## config.mk

```make
export PLATFORM = sky130hd
export DESIGN_NAME = rx_packet_deserializer
export DESIGN_NICKNAME = d
export VERILOG_FILES = /design/src/rtl/sie_pkg.sv /design/src/rtl/rx_sync_detect.sv /design/src/rtl/rx_packet_deserializer.sv
export SDC_FILE = /design/constraint.sdc
export NUM_CORES = 1
export LEC_CHECK = 0
export BUFFER_PORTS_ARGS = -buffer_cell sky130_fd_sc_hd__buf_2
export CAP_MARGIN = 15
export CORE_MARGIN = 2
export CORE_UTILIZATION = 50
export DETAILED_ROUTE_END_ITERATION = 10
export PLACE_DENSITY = 0.71
export SLEW_MARGIN = 25
export SYNTH_ARGS = -nofsm -noshare
export SYNTH_HDL_FRONTEND = slang
export SYNTH_SLANG_ARGS = --single-unit
```

## constraint.sdc

```tcl
create_clock -name clk -period 2.2 [get_ports clk]
set_input_delay 0.22 -clock clk [delete_from_list [all_inputs] [get_ports clk]]
set_output_delay 0.22 -clock clk [all_outputs]
set_load 0.005 [all_outputs]
```

## src/rtl/sie_pkg.sv

```systemverilog
// Shared definitions for the Serial Interface Engine receive path.
// Contents:
//   rx_state_e        - deserializer FSM states
//   SYNC_PATTERN      - SYNC as it appears in the right-shifting bit history
//   PID_*             - PID[3:0] nibble values of the standard token/data/handshake PIDs
//   MAX_BYTES_DEFAULT - PID + 1023 data bytes + 2 CRC16 bytes
//   pid_check_ok()    - PID check-nibble test (upper nibble is the complement of the lower)
package sie_pkg;

  typedef enum logic [1:0] {
    ST_HUNT  = 2'd0,
    ST_PID   = 2'd1,
    ST_DATA  = 2'd2,
    ST_ABORT = 2'd3
  } rx_state_e;

  // Oldest bit sits in bit 0, newest in bit 7: seven zeros followed by a one.
  localparam logic [7:0] SYNC_PATTERN = 8'h80;

  localparam logic [3:0] PID_OUT   = 4'b0001;
  localparam logic [3:0] PID_IN    = 4'b1001;
  localparam logic [3:0] PID_SOF   = 4'b0101;
  localparam logic [3:0] PID_SETUP = 4'b1101;
  localparam logic [3:0] PID_DATA0 = 4'b0011;
  localparam logic [3:0] PID_DATA1 = 4'b1011;
  localparam logic [3:0] PID_ACK   = 4'b0010;
  localparam logic [3:0] PID_NAK   = 4'b1010;
  localparam logic [3:0] PID_STALL = 4'b1110;

  localparam int MAX_BYTES_DEFAULT = 1026;

  function automatic logic pid_check_ok(input logic [7:0] pid_byte);
    return (pid_byte[7:4] == ~pid_byte[3:0]);
  endfunction

endpackage

```

## src/rtl/rx_sync_detect.sv

```systemverilog
// SYNC hunter: keeps an 8-bit history of valid bits and flags the bit that
// completes the SYNC sequence.
// Ports:
//   clk     - system clock
//   rst     - asynchronous active-low reset
//   clear_i - hold the history at zero (asserted whenever the FSM is not hunting)
//   shift_i - data_i is a real bit to be shifted into the history this cycle
//   data_i  - serial bit
//   match_o - combinational: the bit being shifted in now completes SYNC
module rx_sync_detect
  import sie_pkg::*;
(
  input  logic clk,
  input  logic rst,
  input  logic clear_i,
  input  logic shift_i,
  input  logic data_i,
  output logic match_o
);

  logic [7:0] hist_q;
  logic [7:0] hist_d;
  logic [7:0] hist_shift_s;

  // New bits enter at the top so the history reads oldest-first from bit 0.
  assign hist_shift_s = {data_i, hist_q[7:1]};
  assign match_o      = shift_i & (hist_shift_s == SYNC_PATTERN);

  // Next-state history: clear while not hunting so every hunt starts from zero.
  always_comb begin
    hist_d = hist_q;
    if (clear_i) begin
      hist_d = 8'h00;
    end else if (shift_i) begin
      hist_d = hist_shift_s;
    end else begin
      hist_d = hist_q;
    end
  end

  // History register.
  always_ff @(posedge clk or negedge rst) begin
    if (!rst) begin
      hist_q <= 8'h00;
    end else begin
      hist_q <= hist_d;
    end
  end

endmodule

```

## src/rtl/rx_packet_deserializer.sv

```systemverilog
// Receive-path packet deserializer: hunts SYNC, assembles LSB-first bytes,
// validates the PID and frames the packet on EOP. All outputs registered.
// Ports:
//   clk, rst             - clock, asynchronous active-low reset
//   data_in, bit_valid   - unstuffed serial bit and its qualifier
//   eop                  - single-cycle end-of-packet indication
//   rx_byte/_valid       - last assembled byte (held) and its one-cycle strobe
//   pid/pid_valid        - PID[3:0] of current packet and its strobe
//   pid_err              - strobe: PID check nibble mismatch (packet aborted)
//   rx_active            - high from SYNC match until packet end
//   rx_done              - strobe: packet ended by eop (not after an abort)
//   byte_err             - strobe: eop off byte boundary, or byte overflow
//   byte_count           - bytes received in current/last packet, PID included
module rx_packet_deserializer
  import sie_pkg::*;
#(
  parameter int MAX_BYTES = MAX_BYTES_DEFAULT,
  parameter int CNT_W     = 11
) (
  input  logic             clk,
  input  logic             rst,
  input  logic             data_in,
  input  logic             bit_valid,
  input  logic             eop,
  output logic [7:0]       rx_byte,
  output logic             rx_byte_valid,
  output logic [3:0]       pid,
  output logic             pid_valid,
  output logic             pid_err,
  output logic             rx_active,
  output logic             rx_done,
  output logic             byte_err,
  output logic [CNT_W-1:0] byte_count
);

  rx_state_e        state_q, state_d;
  logic [2:0]       bit_cnt_q, bit_cnt_d;
  logic [7:0]       shreg_q, shreg_d;
  logic [7:0]       rx_byte_q, rx_byte_d;
  logic             rx_byte_valid_q, rx_byte_valid_d;
  logic [3:0]       pid_q, pid_d;
  logic             pid_valid_q, pid_valid_d;
  logic             pid_err_q, pid_err_d;
  logic             rx_active_q, rx_active_d;
  logic             rx_done_q, rx_done_d;
  logic             byte_err_q, byte_err_d;
  logic [CNT_W-1:0] byte_count_q, byte_count_d;

  logic       sync_match_s;
  logic       hunt_shift_s;
  logic [7:0] byte_next_s;

  // A bit arriving together with eop is discarded, including during the hunt.
  assign hunt_shift_s = (state_q == ST_HUNT) & bit_valid & ~eop;
  assign byte_next_s  = {data_in, shreg_q[7:1]};

  rx_sync_detect u_sync (
    .clk     (clk),
    .rst     (rst),
    .clear_i (state_q != ST_HUNT),
    .shift_i (hunt_shift_s),
    .data_i  (data_in),
    .match_o (sync_match_s)
  );

  // FSM next state, byte assembly and next values of all registered outputs.
  always_comb begin
    state_d         = state_q;
    bit_cnt_d       = bit_cnt_q;
    shreg_d         = shreg_q;
    rx_byte_d       = rx_byte_q;
    pid_d           = pid_q;
    rx_active_d     = rx_active_q;
    byte_count_d    = byte_count_q;
    rx_byte_valid_d = 1'b0;
    pid_valid_d     = 1'b0;
    pid_err_d       = 1'b0;
    rx_done_d       = 1'b0;
    byte_err_d      = 1'b0;

    case (state_q)
      ST_HUNT: begin
        if (sync_match_s) begin
          state_d      = ST_PID;
          rx_active_d  = 1'b1;
          bit_cnt_d    = 3'd0;
          byte_count_d = {CNT_W{1'b0}};
        end else begin
          state_d = ST_HUNT;
        end
      end

      ST_PID, ST_DATA: begin
        if (eop) begin
          // A non-zero bit counter means a partial byte is being dropped.
          rx_done_d   = 1'b1;
          byte_err_d  = (bit_cnt_q != 3'd0);
          rx_active_d = 1'b0;
          bit_cnt_d   = 3'd0;
          state_d     = ST_HUNT;
        end else if (bit_valid) begin
          shreg_d   = byte_next_s;
          bit_cnt_d = bit_cnt_q + 3'd1;
          if (bit_cnt_q == 3'd7) begin
            if (state_q == ST_PID) begin
              rx_byte_d       = byte_next_s;
              rx_byte_valid_d = 1'b1;
              pid_d           = byte_next_s[3:0];
              pid_valid_d     = 1'b1;
              byte_count_d    = byte_count_q + CNT_W'(1);
              if (pid_check_ok(byte_next_s)) begin
                state_d = ST_DATA;
              end else begin
                pid_err_d = 1'b1;
                state_d   = ST_ABORT;
              end
            end else if (byte_count_q == CNT_W'(MAX_BYTES)) begin
              // One byte too many: withhold it and abandon the packet.
              byte_err_d = 1'b1;
              state_d    = ST_ABORT;
            end else begin
              rx_byte_d       = byte_next_s;
              rx_byte_valid_d = 1'b1;
              byte_count_d    = byte_count_q + CNT_W'(1);
            end
          end else begin
            state_d = state_q;
          end
        end else begin
          state_d = state_q;
        end
      end

      ST_ABORT: begin
        if (eop) begin
          rx_active_d = 1'b0;
          bit_cnt_d   = 3'd0;
          state_d     = ST_HUNT;
        end else begin
          state_d = ST_ABORT;
        end
      end

      default: begin
        rx_active_d = 1'b0;
        bit_cnt_d   = 3'd0;
        state_d     = ST_HUNT;
      end
    endcase
  end

  // State and output registers.
  always_ff @(posedge clk or negedge rst) begin
    if (!rst) begin
      state_q         <= ST_HUNT;
      bit_cnt_q       <= 3'd0;
      shreg_q         <= 8'h00;
      rx_byte_q       <= 8'h00;
      rx_byte_valid_q <= 1'b0;
      pid_q           <= 4'h0;
      pid_valid_q     <= 1'b0;
      pid_err_q       <= 1'b0;
      rx_active_q     <= 1'b0;
      rx_done_q       <= 1'b0;
      byte_err_q      <= 1'b0;
      byte_count_q    <= {CNT_W{1'b0}};
    end else begin
      state_q         <= state_d;
      bit_cnt_q       <= bit_cnt_d;
      shreg_q         <= shreg_d;
      rx_byte_q       <= rx_byte_d;
      rx_byte_valid_q <= rx_byte_valid_d;
      pid_q           <= pid_d;
      pid_valid_q     <= pid_valid_d;
      pid_err_q       <= pid_err_d;
      rx_active_q     <= rx_active_d;
      rx_done_q       <= rx_done_d;
      byte_err_q      <= byte_err_d;
      byte_count_q    <= byte_count_d;
    end
  end

  assign rx_byte       = rx_byte_q;
  assign rx_byte_valid = rx_byte_valid_q;
  assign pid           = pid_q;
  assign pid_valid     = pid_valid_q;
  assign pid_err       = pid_err_q;
  assign rx_active     = rx_active_q;
  assign rx_done       = rx_done_q;
  assign byte_err      = byte_err_q;
  assign byte_count    = byte_count_q;

endmodule
```

==> results.sh <==
export IMPL_dieArea_um2=5300
export IMPL_avgSynthCellArea_um2=10.3
export IMPL_portBuffers=33
export IMPL_crit_required_ps=2440
export IMPL_ys_seq_area_frac=0.507
export IMPL_power_mw=1.85
export IMPL_core_area_um2=4630
export IMPL_synth_area_um2=2370
export IMPL_cts_tree="built"
export IMPL_cts_buffer_depth=2
export IMPL_ant_nets=0
export IMPL_hold_class="primary input to flip-flop"
export IMPL_hold_path_end="rx_byte[7]"
export IMPL_syn_num_nets=245
export IMPL_clock_latency_ps=300
export IMPL_slew_viol_final=0
export IMPL_cts_root_buf="clkbuf_8"
export IMPL_min_delay_start="data_in"
export IMPL_final_hold_viol_count=0
export IMPL_grt_antenna_before_repair=0
export IMPL_grt_pass1_wl_mm=7.50
export IMPL_num_rows=25
export IMPL_fin_util=0.595
export IMPL_rr_worst_depth=7
export IMPL_setup_violations=0
export IMPL_num_vias=1762
export IMPL_cts_num_sinks=48
export IMPL_synth_area_top_cells="dfrtp_1 51%, nand2_1 9.4%, mux2_2 6.2%"
export IMPL_layout_drive_gt1_share=0.259
export IMPL_grt_max_degree=26
export IMPL_h_tree_depth=2
export IMPL_post_route_min_period_ps=2060
export IMPL_netlist_instances=231
export IMPL_rsz0062_at_grt="false"
export IMPL_worstReg2RegEnd="byte_count[10]"
export IMPL_crit_type="flip-flop to flip-flop"
export IMPL_dp_hpwl_mm=3.26
export IMPL_nets=287
export IMPL_gp_congestion=0.784
export IMPL_start_kind="flip-flop"
export IMPL_cts_clk_slew_worst_paths_ps=80
export IMPL_end_kind="flip-flop"
export IMPL_start_util=0.512
export IMPL_r2r_start="state_q[0]"
export IMPL_die_w_um=72.8
export IMPL_async_flop_share=1.00
export IMPL_postPlaceCellArea_um2=2640
export IMPL_worstPathArrival_ps=2300
export IMPL_synth_flop_cell="dfrtp_1"
export IMPL_avgViaCountPerCell=5.37
export IMPL_fmaxAchievable_ghz=0.485
export IMPL_fin_setup_tns_ps=0
export IMPL_drtIter0Drc=42
export IMPL_r2r_slack_ps=140
export IMPL_yosys_area_top_type="dfrtp_1"
export IMPL_cp_slowest_cell="or4b_1"
export IMPL_finalClockSkew_ps=7.86
export IMPL_wire_per_inst_um=13.5
export IMPL_grt_overflow=0
export IMPL_first_global_vias=1706
export IMPL_die_y_um=72.8
export IMPL_synth_top_area_share=0.507
export IMPL_drc_errors=0
export IMPL_final_cells=328
export IMPL_grt_util_all_layers=0.181
export IMPL_synth_seq_cells=48
export IMPL_synth_most_common_cell="nand2_1"
export IMPL_worstMarginPinSlew_ps=579
export IMPL_cellPowerDensity_nw_per_um2=673
export IMPL_area_growth_pct=16.3
export IMPL_cp_max_fo=6
export IMPL_ir_drop_mv=0.412
export IMPL_yosys_cell_types_count=40
export IMPL_drv_cap=0
export IMPL_worst_path_largest_cell_delay_ps=470
export IMPL_ys_warn_count=0
export IMPL_routed_wl_mm=4.42
export IMPL_dp_cells=319
export IMPL_status="completed"
export IMPL_io_pins=34
export IMPL_hold_depth=3
export IMPL_final_cell_area_um2=2760
export IMPL_cts_buffers=5
export IMPL_power_leakage_nw=1.43
export IMPL_finalCritPeriodShare=0.938
export IMPL_dr_pass1_iters=4
export IMPL_critPathTopFamily="simple AND/OR/NAND/NOR gates"
export IMPL_synth_edf_count=0
export IMPL_num_antenna_cells=0
export IMPL_synth_top_cells_by_count="59 x nand2_1, 48 x dfrtp_1, 14 x nand3_1"
export IMPL_path_cells="inv_1 > ha_4 > and4b_2 > and3_2 > nand4_1 > or4b_1 > nand3b_1"
export IMPL_worstPathBufferInverterCount=1
export IMPL_slew_headroom=0.610
-- worst reg2reg max path, delay by kind of cell (launching register included) --
family / cells / cell delay, ps
buf+inv: 1 / 110
fa+ha+maj: 1 / 290
simple gates: 5 / 1210
flops: 1 / 400
-- per-layer routing --
layer,track usage,wire length [µm],vias to the layer above
met1,0.238,2060,846
met4,0.0679,58,0
met2,0.302,2150,29
li1,-,-,882
met3,0.0304,140,5
met5,0,0,-
-- sequential cells by signal, indices dropped and copies added (netlist names) --
name	count
rx_byte_valid	1
byte_err	1
rx_byte	8
state_q	2
pid	4
bit_cnt_q	3
pid_err	1
rx_done	1
byte_count	11
rx_active	1
shreg_q	7
pid_valid	1
u_sync.hist_q	7
-- power breakdown --
group	switching [mW]	internal [mW]	total, mW
Clock	0.271	0.227	0.498
Combinational	0.145	0.155	0.300
Sequential	0.0895	0.965	1.05
Total	0.506	1.35	1.85
-- worst max-delay path by stage --
| stage | from | to | slack, ps | cells past startpoint |
|---|---|---|---|---|
| 6_report | state_q[0] | byte_count[10] | 140 | 7 |
| 5_1_grt | state_q[0] | byte_count[10] | 30 | 7 |
| 4_1_cts | state_q[0] | byte_count[10] | 40 | 7 |
| 2_1_floorplan | state_q[0] | byte_count[10] | 240 | 8 |
| 3_3_place_gp | state_q[0] | byte_count[10] | 140 | 7 |
| 3_5_place_dp | state_q[0] | byte_count[10] | 70 | 7 |
-- layout make-up --
class,count,area (µm²)
Inverter,10,37.5
Tap cell,54,67.6
Timing Repair Buffer,42,248
Sequential cell,48,1200
Fill cell,416,1870
Clock inverter,1,8.76
Clock buffer,7,76.3
Multi-Input combinational cell,166,1120
-- per-stage QoR --
step	hold WS, ps	worst slack [ps]
floorplan	-75.6	245
global placement	243	144
detailed placement	243	66.5
CTS	210	40.6
global route	225	27.4
finish	209	137
-- layout by cell type (no fill, tap or decap), types with 2 or more instances in the layout --
cell       n
xnor2_1    4
nand2b_1   3
nor4_1     2
o211ai_1   2
mux2_2    13
dfrtp_1   48
nor2b_1    3
ha_1       8
buf_2     33
and2_1     2
o21ai_0    4
nand4_1    2
nor3_1     2
clkbuf_1   2
nand3_1   14
and3_1     4
a21oi_1    3
nand2_1   59
mux2i_1    4
buf_4      7
or4b_1     6
clkbuf_8   5
nor2_1     5
a21boi_0   7
nand3b_1   2
inv_1      9
-- kinds of logic after synthesis --
logic type	count (synthesis)	share of synthesized area
AO/OA/AOI/OAI	22	0.0697
XOR/XNOR	4	0.0148
adder cells (fa/ha/maj)	9	0.0475
buffers and inverters	17	0.0306
flip-flops	48	0.507
multiplexers	17	0.0787
AND/OR/NAND/NOR	114	0.251
-- timing repair --
item | CTS | global route
endpoints found under the setup margin | 0 | 6
gates resized for setup | 0 | 4
endpoints found under the hold margin | 23 | 0
buffers inserted | 0 | 0
hold buffers | 1 | 0
Power figures use the tool's default switching activity.
